--- src/rtl/entropy_encode_ac_run_codebook_if.sv ---
`default_nettype none
// ============================================================================
// Module   : entropy_encode_ac_run_codebook_if
// Brief    : Coefficient-in / codeword-out valid-ready bundle for the AC run
//            codebook encoder. master = upstream/downstream side, slave = encoder.
// Revision : 1.0 - initial release
// ============================================================================
interface entropy_encode_ac_run_codebook_if #(
    parameter int COEFF_W = 20,
    parameter int CW_W    = 32,
    parameter int LEN_W   = 6
);
    logic               in_valid;
    logic               in_ready;
    logic [COEFF_W-1:0] in_coeff;
    logic               in_last;

    logic               out_valid;
    logic               out_ready;
    logic [CW_W-1:0]    out_code;
    logic [LEN_W-1:0]   out_len;
    logic               out_last;

    modport master (
        output in_valid,
        output in_coeff,
        output in_last,
        input  in_ready,
        input  out_valid,
        input  out_code,
        input  out_len,
        input  out_last,
        output out_ready
    );

    modport slave (
        input  in_valid,
        input  in_coeff,
        input  in_last,
        output in_ready,
        output out_valid,
        output out_code,
        output out_len,
        output out_last,
        input  out_ready
    );
endinterface
`default_nettype wire

--- src/rtl/entropy_encode_ac_run_codebook.sv ---
`default_nettype none
// ============================================================================
// Module   : entropy_encode_ac_run_codebook
// Brief    : AC zero-run VLC encoder; adaptive rice/exp-golomb codebook chosen
//            by the previous run. Define AC_RUN_BITCOUNT_EN to add seg_bits.
// Revision : 1.0 - initial release
// ============================================================================
module entropy_encode_ac_run_codebook #(
    parameter int COEFF_W = 20,
    parameter int RUN_W   = 12,
    parameter int CW_W    = 32,
    parameter int LEN_W   = 6
) (
    input  wire                             clk,
    input  wire                             reset,
    entropy_encode_ac_run_codebook_if.slave bus,
`ifdef AC_RUN_BITCOUNT_EN
    output logic [15:0]                     seg_bits,
`endif
    output logic                            err_run_ovf
);

    localparam logic [RUN_W-1:0] c_RUN_MAX  = '1;
    localparam logic [RUN_W-1:0] c_PREV_RST = RUN_W'(4);
    localparam int               c_AW       = 32;
    localparam int               c_PEW      = RUN_W + 4;

    // ------------------------------------------------------------------------
    // Codebook table indexed by min(prev_run, 15)
    // ------------------------------------------------------------------------
    function automatic logic [7:0] f_codebook(input logic [3:0] idx);
        logic [7:0] cb;
        case (idx)
            4'd0, 4'd1:                             cb = 8'h06;
            4'd2, 4'd3:                             cb = 8'h05;
            4'd4:                                   cb = 8'h04;
            4'd5, 4'd6, 4'd7, 4'd8:                 cb = 8'h29;
            4'd9, 4'd10, 4'd11, 4'd12, 4'd13, 4'd14: cb = 8'h28;
            default:                                cb = 8'h4C;
        endcase
        return cb;
    endfunction

    // ------------------------------------------------------------------------
    // Declarations
    // ------------------------------------------------------------------------
    logic [RUN_W-1:0] r_run;
    logic [RUN_W-1:0] r_prev_run;
    logic             r_err;

    logic             r_s1_valid;
    logic             r_s1_last;
    logic             r_s1_marker;
    logic [RUN_W-1:0] r_s1_run;
    logic [7:0]       r_s1_cb;

    logic             r_out_valid;
    logic [CW_W-1:0]  r_out_code;
    logic [LEN_W-1:0] r_out_len;
    logic             r_out_last;

    logic             w_nz;
    logic             w_in_fire;
    logic             w_in_ready;
    logic             w_out_load;
    logic [c_PEW-1:0] w_prev_ext;
    logic [3:0]       w_cb_idx;
    logic [7:0]       w_cb;

    logic [1:0]       w_sw;
    logic [2:0]       w_eo;
    logic [2:0]       w_ro;
    logic [c_AW-1:0]  w_v;
    logic [c_AW-1:0]  w_first_exp;
    logic [c_AW-1:0]  w_u;
    logic [4:0]       w_e;
    logic [c_AW-1:0]  w_code_full;
    logic [c_AW-1:0]  w_len_full;
    logic [CW_W-1:0]  w_code;
    logic [LEN_W-1:0] w_len;

    // ------------------------------------------------------------------------
    // Handshake: stage 1 drains into the output register when it is free or
    // emptying; zero beats are gated too so the run never outruns the pipe.
    // ------------------------------------------------------------------------
    assign w_nz       = (bus.in_coeff != COEFF_W'(0));
    assign w_out_load = r_s1_valid && (!r_out_valid || bus.out_ready);
    assign w_in_ready = !r_s1_valid || w_out_load;
    assign w_in_fire  = bus.in_valid && w_in_ready;

    assign w_prev_ext = {4'd0, r_prev_run};
    assign w_cb_idx   = (w_prev_ext > c_PEW'(15)) ? 4'd15 : w_prev_ext[3:0];
    assign w_cb       = f_codebook(w_cb_idx);

    // ------------------------------------------------------------------------
    // Run / previous-run tracking and sticky overflow flag
    // ------------------------------------------------------------------------
    always_ff @(posedge clk) begin
        if (reset) begin
            r_run      <= '0;
            r_prev_run <= c_PREV_RST;
            r_err      <= 1'b0;
        end else if (w_in_fire) begin
            if (bus.in_last) begin
                r_run      <= '0;
                r_prev_run <= c_PREV_RST;
            end else if (w_nz) begin
                r_run      <= '0;
                r_prev_run <= r_run;
            end else if (r_run != c_RUN_MAX) begin
                r_run      <= r_run + RUN_W'(1);
            end
            if (!w_nz && (r_run == c_RUN_MAX)) begin
                r_err <= 1'b1;
            end
        end
    end

    // ------------------------------------------------------------------------
    // Stage 1: captured run + codebook (or end-of-segment marker)
    // ------------------------------------------------------------------------
    always_ff @(posedge clk) begin
        if (reset) begin
            r_s1_valid  <= 1'b0;
            r_s1_last   <= 1'b0;
            r_s1_marker <= 1'b0;
            r_s1_run    <= '0;
            r_s1_cb     <= 8'd0;
        end else if (w_in_fire && (w_nz || bus.in_last)) begin
            r_s1_valid  <= 1'b1;
            r_s1_last   <= bus.in_last;
            r_s1_marker <= !w_nz;
            r_s1_run    <= r_run;
            r_s1_cb     <= w_cb;
        end else if (w_out_load) begin
            r_s1_valid  <= 1'b0;
        end
    end

    // ------------------------------------------------------------------------
    // Stage 2: codeword arithmetic
    // ------------------------------------------------------------------------
    assign w_sw        = r_s1_cb[1:0];
    assign w_eo        = r_s1_cb[4:2];
    assign w_ro        = r_s1_cb[7:5];
    assign w_v         = c_AW'(r_s1_run);
    assign w_first_exp = (c_AW'(w_sw) + c_AW'(1)) << w_ro;
    assign w_u         = w_v - w_first_exp + (c_AW'(1) << w_eo);

    always_comb begin
        w_e = 5'd0;
        for (int i = 0; i < c_AW; i++) begin
            if (w_u[i]) begin
                w_e = 5'(i);
            end
        end
    end

    always_comb begin
        w_code_full = '0;
        w_len_full  = '0;
        if (r_s1_marker) begin
            w_code_full = '0;
            w_len_full  = '0;
        end else if (w_v < w_first_exp) begin
            // rice: unary quotient, stop bit, ro-bit remainder
            w_code_full = (c_AW'(1) << w_ro) | (w_v & ((c_AW'(1) << w_ro) - c_AW'(1)));
            w_len_full  = (w_v >> w_ro) + c_AW'(1) + c_AW'(w_ro);
        end else begin
            w_code_full = w_u;
            w_len_full  = (c_AW'(w_e) << 1) + c_AW'(1) + c_AW'(w_sw) - c_AW'(w_eo);
        end
    end

    assign w_code = CW_W'(w_code_full);
    assign w_len  = LEN_W'(w_len_full);

    // ------------------------------------------------------------------------
    // Output register: holds while out_valid && !out_ready
    // ------------------------------------------------------------------------
    always_ff @(posedge clk) begin
        if (reset) begin
            r_out_valid <= 1'b0;
            r_out_code  <= '0;
            r_out_len   <= '0;
            r_out_last  <= 1'b0;
        end else if (w_out_load) begin
            r_out_valid <= 1'b1;
            r_out_code  <= w_code;
            r_out_len   <= w_len;
            r_out_last  <= r_s1_last;
        end else if (bus.out_ready) begin
            r_out_valid <= 1'b0;
        end
    end

    assign bus.in_ready  = w_in_ready;
    assign bus.out_valid = r_out_valid;
    assign bus.out_code  = r_out_code;
    assign bus.out_len   = r_out_len;
    assign bus.out_last  = r_out_last;
    assign err_run_ovf   = r_err;

`ifdef AC_RUN_BITCOUNT_EN
    // ------------------------------------------------------------------------
    // Segment bit accumulator; zeroed the cycle after the last token leaves
    // ------------------------------------------------------------------------
    logic [15:0] r_seg_bits;
    logic        r_seg_done;
    logic        w_out_fire;

    assign w_out_fire = r_out_valid && bus.out_ready;

    always_ff @(posedge clk) begin
        if (reset) begin
            r_seg_bits <= 16'd0;
            r_seg_done <= 1'b0;
        end else begin
            if (w_out_fire) begin
                r_seg_bits <= (r_seg_done ? 16'd0 : r_seg_bits) + 16'(r_out_len);
            end else if (r_seg_done) begin
                r_seg_bits <= 16'd0;
            end
            r_seg_done <= w_out_fire && r_out_last;
        end
    end

    assign seg_bits = r_seg_bits;
`endif

endmodule
`default_nettype wire

--- src/flat_wrapper.sv ---
// flat-port wrapper written by rule: the top's interface ports become plain ports
module entropy_encode_ac_run_codebook_flat 
#(
    parameter int COEFF_W = 20,
    parameter int RUN_W   = 12,
    parameter int CW_W    = 32,
    parameter int LEN_W   = 6
)
  (clk, reset, err_run_ovf, bus_in_valid, bus_in_coeff, bus_in_last, bus_in_ready, bus_out_valid, bus_out_code, bus_out_len, bus_out_last, bus_out_ready);
  entropy_encode_ac_run_codebook_if #(.COEFF_W(COEFF_W), .CW_W(CW_W), .LEN_W(LEN_W)) bus_i ();
  input  wire clk;
  input  wire reset;
  output logic err_run_ovf;
  input wire logic [$bits(bus_i.in_valid)-1:0] bus_in_valid;
  input wire logic [$bits(bus_i.in_coeff)-1:0] bus_in_coeff;
  input wire logic [$bits(bus_i.in_last)-1:0] bus_in_last;
  output wire logic [$bits(bus_i.in_ready)-1:0] bus_in_ready;
  output wire logic [$bits(bus_i.out_valid)-1:0] bus_out_valid;
  output wire logic [$bits(bus_i.out_code)-1:0] bus_out_code;
  output wire logic [$bits(bus_i.out_len)-1:0] bus_out_len;
  output wire logic [$bits(bus_i.out_last)-1:0] bus_out_last;
  input wire logic [$bits(bus_i.out_ready)-1:0] bus_out_ready;
  assign bus_i.in_valid = bus_in_valid;
  assign bus_i.in_coeff = bus_in_coeff;
  assign bus_i.in_last = bus_in_last;
  assign bus_in_ready = bus_i.in_ready;
  assign bus_out_valid = bus_i.out_valid;
  assign bus_out_code = bus_i.out_code;
  assign bus_out_len = bus_i.out_len;
  assign bus_out_last = bus_i.out_last;
  assign bus_i.out_ready = bus_out_ready;
  entropy_encode_ac_run_codebook #(.COEFF_W(COEFF_W), .RUN_W(RUN_W), .CW_W(CW_W), .LEN_W(LEN_W)) u_core (.clk(clk), .reset(reset), .bus(bus_i), .err_run_ovf(err_run_ovf));
endmodule
--- config.mk ---
export PLATFORM = sky130hd
export DESIGN_NAME = entropy_encode_ac_run_codebook_flat
export DESIGN_NICKNAME = d
export VERILOG_FILES = /design/src/rtl/entropy_encode_ac_run_codebook_if.sv /design/src/rtl/entropy_encode_ac_run_codebook.sv /design/src/flat_wrapper.sv
export SDC_FILE = /design/constraint.sdc
export NUM_CORES = 1
export LEC_CHECK = 0
export CORE_MARGIN = 10
export CORE_UTILIZATION = 28
export DETAILED_ROUTE_END_ITERATION = 10
export SLEW_MARGIN = 20
export SYNTH_ARGS = -nofsm -noshare
export SYNTH_HDL_FRONTEND = slang
export SYNTH_SLANG_ARGS = --single-unit
--- constraint.sdc ---
create_clock -name clk -period 7.4 [get_ports clk]
set_input_delay 0.74 -clock clk [delete_from_list [all_inputs] [get_ports clk]]
set_output_delay 0.74 -clock clk [all_outputs]
set_load 0.01 [all_outputs]
# Word level (Yosys, flattened, before mapping)
# Memories as Yosys holds them, arrays and structs flattened. A register that Yosys moved wholly into a read port is not among the register bits.
# Cells that the tools add are included.
[word_totals]
inputBits = 25
mem_bits_ro = 96
elab_cells = 96
mem_count = 1
ff_bits = 88
[memory_table]
columns = ["name", "depth", "width", "read_ports", "rd_clocked_by_memory_dff", "write_ports", "line", "rtl"]
rows = [
  ["(no name shown)", 16, 6, 1, 1, 0, "entropy_encode_ac_run_codebook.sv:33", "case (idx)"],
]
[classes]
n_eq_ne = 2
n_mux = 45
add_sub_neg = 10
shifts = 4
bitwise_logic = 2
n_lt_le_gt_ge = 2
n_reduce_logical = 18
[ops]
columns = ["cell", "n"]
rows = [
  ["$mux W5", 16],
  ["$mux W32", 2],
  ["$shl A1 B3 Y32 const A", 2],
  ["$mux W12", 5],
  ["$mux W4", 9],
  ["$add A32 B32 Y32", 1],
  ["$and A12 B32 Y32", 1],
  ["$lt A12 B32 Y1", 1],
  ["$or A32 B32 Y32", 1],
  ["$shl A32 B3 Y32", 1],
  ["$sub A12 B32 Y32", 1],
  ["$sub A32 B1 Y32 const B", 1],
  ["$reduce_bool A20 Y1", 1],
  ["$add A12 B1 Y12 const B", 1],
  ["$add A6 B1 Y6 const B", 2],
  ["$eq A12 B12 Y1 const B", 1],
  ["$gt A12 B4 Y1 const B", 1],
  ["$mux W3", 4],
  ["$mux W6", 2],
  ["$ne A12 B12 Y1 const B", 1],
  ["$shr A12 B3 Y6", 1],
  ["$add A6 B2 Y6", 1],
  ["$add A6 B3 Y6", 1],
  ["$reduce_and A2 Y1", 3],
  ["9 further kinds", 23],
]

# Longest topological paths before layout
# Gate-level depths: netlist of the first run.
[depth]
ltp_word = 40
mapped_depth = 30
depth_no_buf = 28

# Least setup slack after synthesis of the first run
# OpenSTA, ideal clock, no wires.
[synth_timing]
kind = "reg-to-reg"
from = "register u_core.r_s1_cb[5]"
to = "register u_core.r_out_len[5] (netlist: u_core.bus.out_len[5])"
period_less_slack_ns = 6.115
setup_slack_ns = 1.285
path_stages_with_launch = 29
setup_time_ns = 0.122
t_arrival_ns = 5.993
n_path_buf = 2
cell_sequence = "dfxtp_1 -> clkbuf_1 -> clkbuf_1 -> inv_1 -> nor2_1 -> a21oi_1 -> or2_2 -> fa_1 -> fa_1 -> a41o_1 -> a221o_1 -> a211o_1 -> o21bai_1 -> and2_1 -> ha_1 -> inv_1 -> nor2_1 -> nand3_1 -> o21a_1 -> ha_1 -> inv_1 -> ha_1 -> o21a_1 -> o21ai_0 -> a21oi_1 -> o21ai_0 -> a221oi_1 -> o2111a_1 -> a221o_1"
[synth_between]
elab_chain_cells = 39
[synth_lines]
columns = ["item", "line", "rtl"]
rows = [
  ["from (decl)", "entropy_encode_ac_run_codebook.sv:55", "logic [7:0] r_s1_cb;"],
  ["$shl A32 B3 Y32", "entropy_encode_ac_run_codebook.sv:147", "assign w_first_exp = (c_AW'(w_sw) + c_AW'(1)) << w_ro;"],
  ["$sub A12 B32 Y32", "entropy_encode_ac_run_codebook.sv:148", "assign w_u = w_v - w_first_exp + (c_AW'(1) << w_eo);"],
  ["$add A32 B32 Y32", "entropy_encode_ac_run_codebook.sv:148", ""],
  ["$mux W1", "entropy_encode_ac_run_codebook.sv:153", "if (w_u[i]) begin"],
  ["$mux W2 (2 in a row)", "entropy_encode_ac_run_codebook.sv:153", ""],
  ["$mux W3 (4 in a row)", "entropy_encode_ac_run_codebook.sv:153", ""],
  ["$mux W4 (8 in a row)", "entropy_encode_ac_run_codebook.sv:153", ""],
  ["$mux W5 (16 in a row)", "entropy_encode_ac_run_codebook.sv:153", ""],
  ["$add A6 B1 Y6", "entropy_encode_ac_run_codebook.sv:171", "w_len_full = (c_AW'(w_e) << 1) + c_AW'(1) + c_AW'(w_sw) - c_AW'(w_eo);"],
  ["$add A6 B2 Y6", "entropy_encode_ac_run_codebook.sv:171", ""],
  ["$sub A6 B3 Y6", "entropy_encode_ac_run_codebook.sv:171", ""],
  ["$mux W6 (*)", "entropy_encode_ac_run_codebook.sv:165", "end else if (w_v < w_first_exp) begin"],
  ["$mux W6 (*)", "entropy_encode_ac_run_codebook.sv:162", "if (r_s1_marker) begin"],
  ["to (signal assigned)", "entropy_encode_ac_run_codebook.sv:190", "r_out_len <= w_len;"],
  ["to (decl)", "entropy_encode_ac_run_codebook.sv:59", "logic [LEN_W-1:0] r_out_len;"],
]
# Mark *: on every way between the ends. The rest lies on a longest branch, timed or not.
# A chain may end at the register's enable or synchronous reset.

# Worst setup path in the final report of the first run
# Ends and elaborated chain as after synthesis.

==> results of run 1 <==
## routing by layer
layer  part of all wire  track usage
met5                  0            0
met4             0.0094       0.0238
met3              0.060       0.0334
met2               0.44        0.159
met1               0.49        0.134
## worst max path at each step
stage | slack, ps | cells after the start | from | to
CTS | 920 | 26 | u_core.r_s1_cb[5]$_SDFFE_PP0P_ | u_core.bus.out_len[5]$_SDFFE_PP0P_
detailed placement | 930 | 26 | u_core.r_s1_cb[5]$_SDFFE_PP0P_ | u_core.bus.out_len[5]$_SDFFE_PP0P_
global placement | 1110 | 26 | u_core.r_s1_cb[5]$_SDFFE_PP0P_ | u_core.bus.out_len[5]$_SDFFE_PP0P_
floorplan | 1280 | 28 | u_core.r_s1_cb[5]$_SDFFE_PP0P_ | u_core.bus.out_len[5]$_SDFFE_PP0P_
global route | 380 | 26 | u_core.r_s1_cb[5]$_SDFFE_PP0P_ | u_core.bus.out_len[5]$_SDFFE_PP0P_
finish | 860 | 26 | u_core.r_s1_cb[5]$_SDFFE_PP0P_ | u_core.bus.out_len[5]$_SDFFE_PP0P_
## stage by stage
stage,worst slack [ps],instance area [um2]
3_3_place_gp,1110,5790
5_1_grt,381,6060
4_1_cts,916,6060
3_5_place_dp,934,5790
2_1_floorplan,1280,4980
6_report,864,6060
## cells in the final DEF (no fill, tap or decap), types with 5 or more instances in the layout
cell / synthesis / layout
a211oi_1: 6 / 6
a21oi_1: 55 / 55
a22oi_1: 12 / 12
and2_1: 6 / 6
and3_1: 16 / 16
buf_4: 9 / 5
clkbuf_16: 0 / 9
clkdlybuf4s50_1: 0 / 65
dfxtp_1: 79 / 79
fa_1: 7 / 7
ha_1: 35 / 35
inv_1: 45 / 45
mux2_2: 5 / 5
mux2i_1: 13 / 13
nand2_1: 46 / 46
nand2b_1: 6 / 6
nand3_1: 16 / 16
nand4_1: 8 / 8
nor2_1: 70 / 70
nor3_1: 9 / 9
nor4_1: 13 / 13
o21a_1: 6 / 6
o21ai_0: 20 / 20
xnor2_1: 8 / 8
xor2_1: 16 / 16
## layout make-up
cell class                 instances  area, um2
timing repair buffer              71        693
fill                            1825      11300
inverter                          45        169
clock inverter                     4       30.0
sequential                        79       1580
multi-input combinational        442       3060
clock buffer                      12        246
tap                              225        282
## critical path, stage by stage, from the launching register on
cell	delay, ps
dfxtp_1	750
inv_1	190
nor2_1	130
a21oi_1	60
or2_2	310
fa_1	500
fa_1	510
a41o_1	260
a221o_1	410
a211o_1	340
o21bai_1	240
and2_1	170
ha_1	140
inv_1	80
nor2_1	230
nand3_1	110
o21a_1	190
ha_1	310
inv_1	50
ha_1	280
o21a_1	110
o21ai_0	190
a21oi_1	110
o21ai_0	220
a221oi_1	120
o2111a_1	160
a221o_1	250
## report_power, final
group / switching, uW / total, uW / leakage [uW] / internal, uW
logic: 134 / 237 / 0.00153 / 104
clock network: 176 / 414 / 0.000133 / 238
registers: 8.49 / 443 / 0.000639 / 435
total: 318 / 1090 / 0.00231 / 776
## registers in the layout (all words and copies together), names as in the netlist
name	count
u_core.bus.out_code	25
u_core.r_prev_run	12
u_core.r_run	12
u_core.r_s1_run	12
u_core.bus.out_len	6
u_core.r_s1_cb	6
u_core.bus.out_last	1
u_core.bus.out_valid	1
u_core.err_run_ovf	1
u_core.r_s1_last	1
u_core.r_s1_marker	1
u_core.r_s1_valid	1
## cell families (layout without fill, tap and decap cells)
family,count (synthesis),in the layout,share of synthesized area
AND/OR/NAND/NOR,214,214,0.214
AO/OA/AOI/OAI,140,140,0.188
buffers and inverters,80,132,0.0680
flip-flops,79,79,0.317
adder cells (fa/ha/maj),42,42,0.116
XOR/XNOR,25,25,0.0454
multiplexers,21,21,0.0510
==> flow_summary.ini, run 1 <==
[flow_run]
cap_violations = 0

[power]
ir_worst_vdd_mv = 0.109
powerDensity_nw_per_um2 = 180
total_power_uw = 1090
p_leak_uw = 0.00231

[critical_path]
required_ps = 7630
reg2reg_setup_slack_ps = 860
regToRegEndpoint = u_core.bus.out_len[5]$_SDFFE_PP0P_
regToRegStartpoint = u_core.r_s1_cb[5]$_SDFFE_PP0P_
end_kind = flop
crit_arrival_ps = 6760
critPathLaunchType = flop
r2r_cells = 26
cp_max_fo = 18
crit_type = reg -> reg

[worst_hold_path]
hold_class = reg -> reg
hold_path_depth = 2
hp-start = u_core.bus.out_code[18]$_SDFFE_PP0P_
worstHoldEndpoint = u_core.bus.out_code[18]$_SDFFE_PP0P_

[cts]
cts_tree = done
cts-root-buf = clkbuf_16
clock_path_buffers = 2
numCtsBuffers = 9
postCtsSetupRepairBufs = 0
clk_pin_slew_ps = 60
cts_resized = 0
cts-hold-fix-buffers = 0
htree_levels = 3
clock-sinks = 79
insertion_delay_ps = 340

[timing]
finalHoldWorstSlack_ps = 451
layout_worst_path_cycle_share = 0.883
drv_slew = 0
slew_headroom = 0.409
final_hold_viol_count = 0
finClkSkew_ps = 6.69
worst_slew_pin_slew_ps = 886
final.setup.tns_ps = 0
final.min_clock_period_ps = 6540
fmax_mhz = 153
rsz0062_at_grt = no
setup_viol = 0

[finish]
drive_above_1_share = 0.0613
n_antenna_cell = 0
areaGrowthSynthToFinish_pct = 21.7
final_cells = 878
layout.nets = 715
postLayoutCoreUtil = 0.349

[floorplanning]
rows = 48
die_width_um = 153
pin_count = 67
initial_utilization = 0.287
die_h_um = 153
dieArea_um2 = 23500
design.core.area_um2 = 17400

[yosys]
synthFlopType = dfxtp_1
yosysMostFrequentCell = dfxtp_1
synth_commonest_cells = dfxtp_1, nor2_1, a21oi_1
synthCells = 601
avgSynthCellArea_um2 = 8.29
ys_ff_latch = 79
synth_top_cell_area_share = 0.317
synth_largest_area_cell = dfxtp_1
synth_nets = 668
yosysWarningCount = 0
async_flop_share = 0
ys_seq_area_frac = 0.317
ys_types = 63
synth_area_leaders = dfxtp_1, ha_1, a21oi_1
netlist_area_um2 = 4980
synth_edf_count = 0

[global_route]
grt_overflow = 0
grt_pass1_wl_um = 20900
grt_pass1_vias = 4178
antenna_found_initial = 0
grt_max_degree = 70
track_usage = 0.102

[placement]
gp_congestion = 0.874
dp.final_hpwl_um = 9570
dpl.cell_count = 862
port_buffers = 66

[outcome]
status = completed

[route]
ant_nets = 0
avgRoutedWirePerCell_um = 14.1
drtIter0Drc = 186
first_pass_iters = 4
viasPerCell = 4.91
routed_wl_um = 12400
vias = 4313
route.detailed.drc = 0
Note: power is estimated with default switching activity, not from simulation.
==> inputs of run 2 (changes only) <==
--- a/config.mk
+++ b/config.mk
@@ -8,6 +8,7 @@
 export CORE_MARGIN = 10
 export CORE_UTILIZATION = 28
 export DETAILED_ROUTE_END_ITERATION = 10
+export GPL_TIMING_DRIVEN = 1
 export SLEW_MARGIN = 20
 export SYNTH_ARGS = -nofsm -noshare
 export SYNTH_HDL_FRONTEND = slang
==> results of run 2 <==
No change in the layout: final DEF, timing and power equal those of run 1.
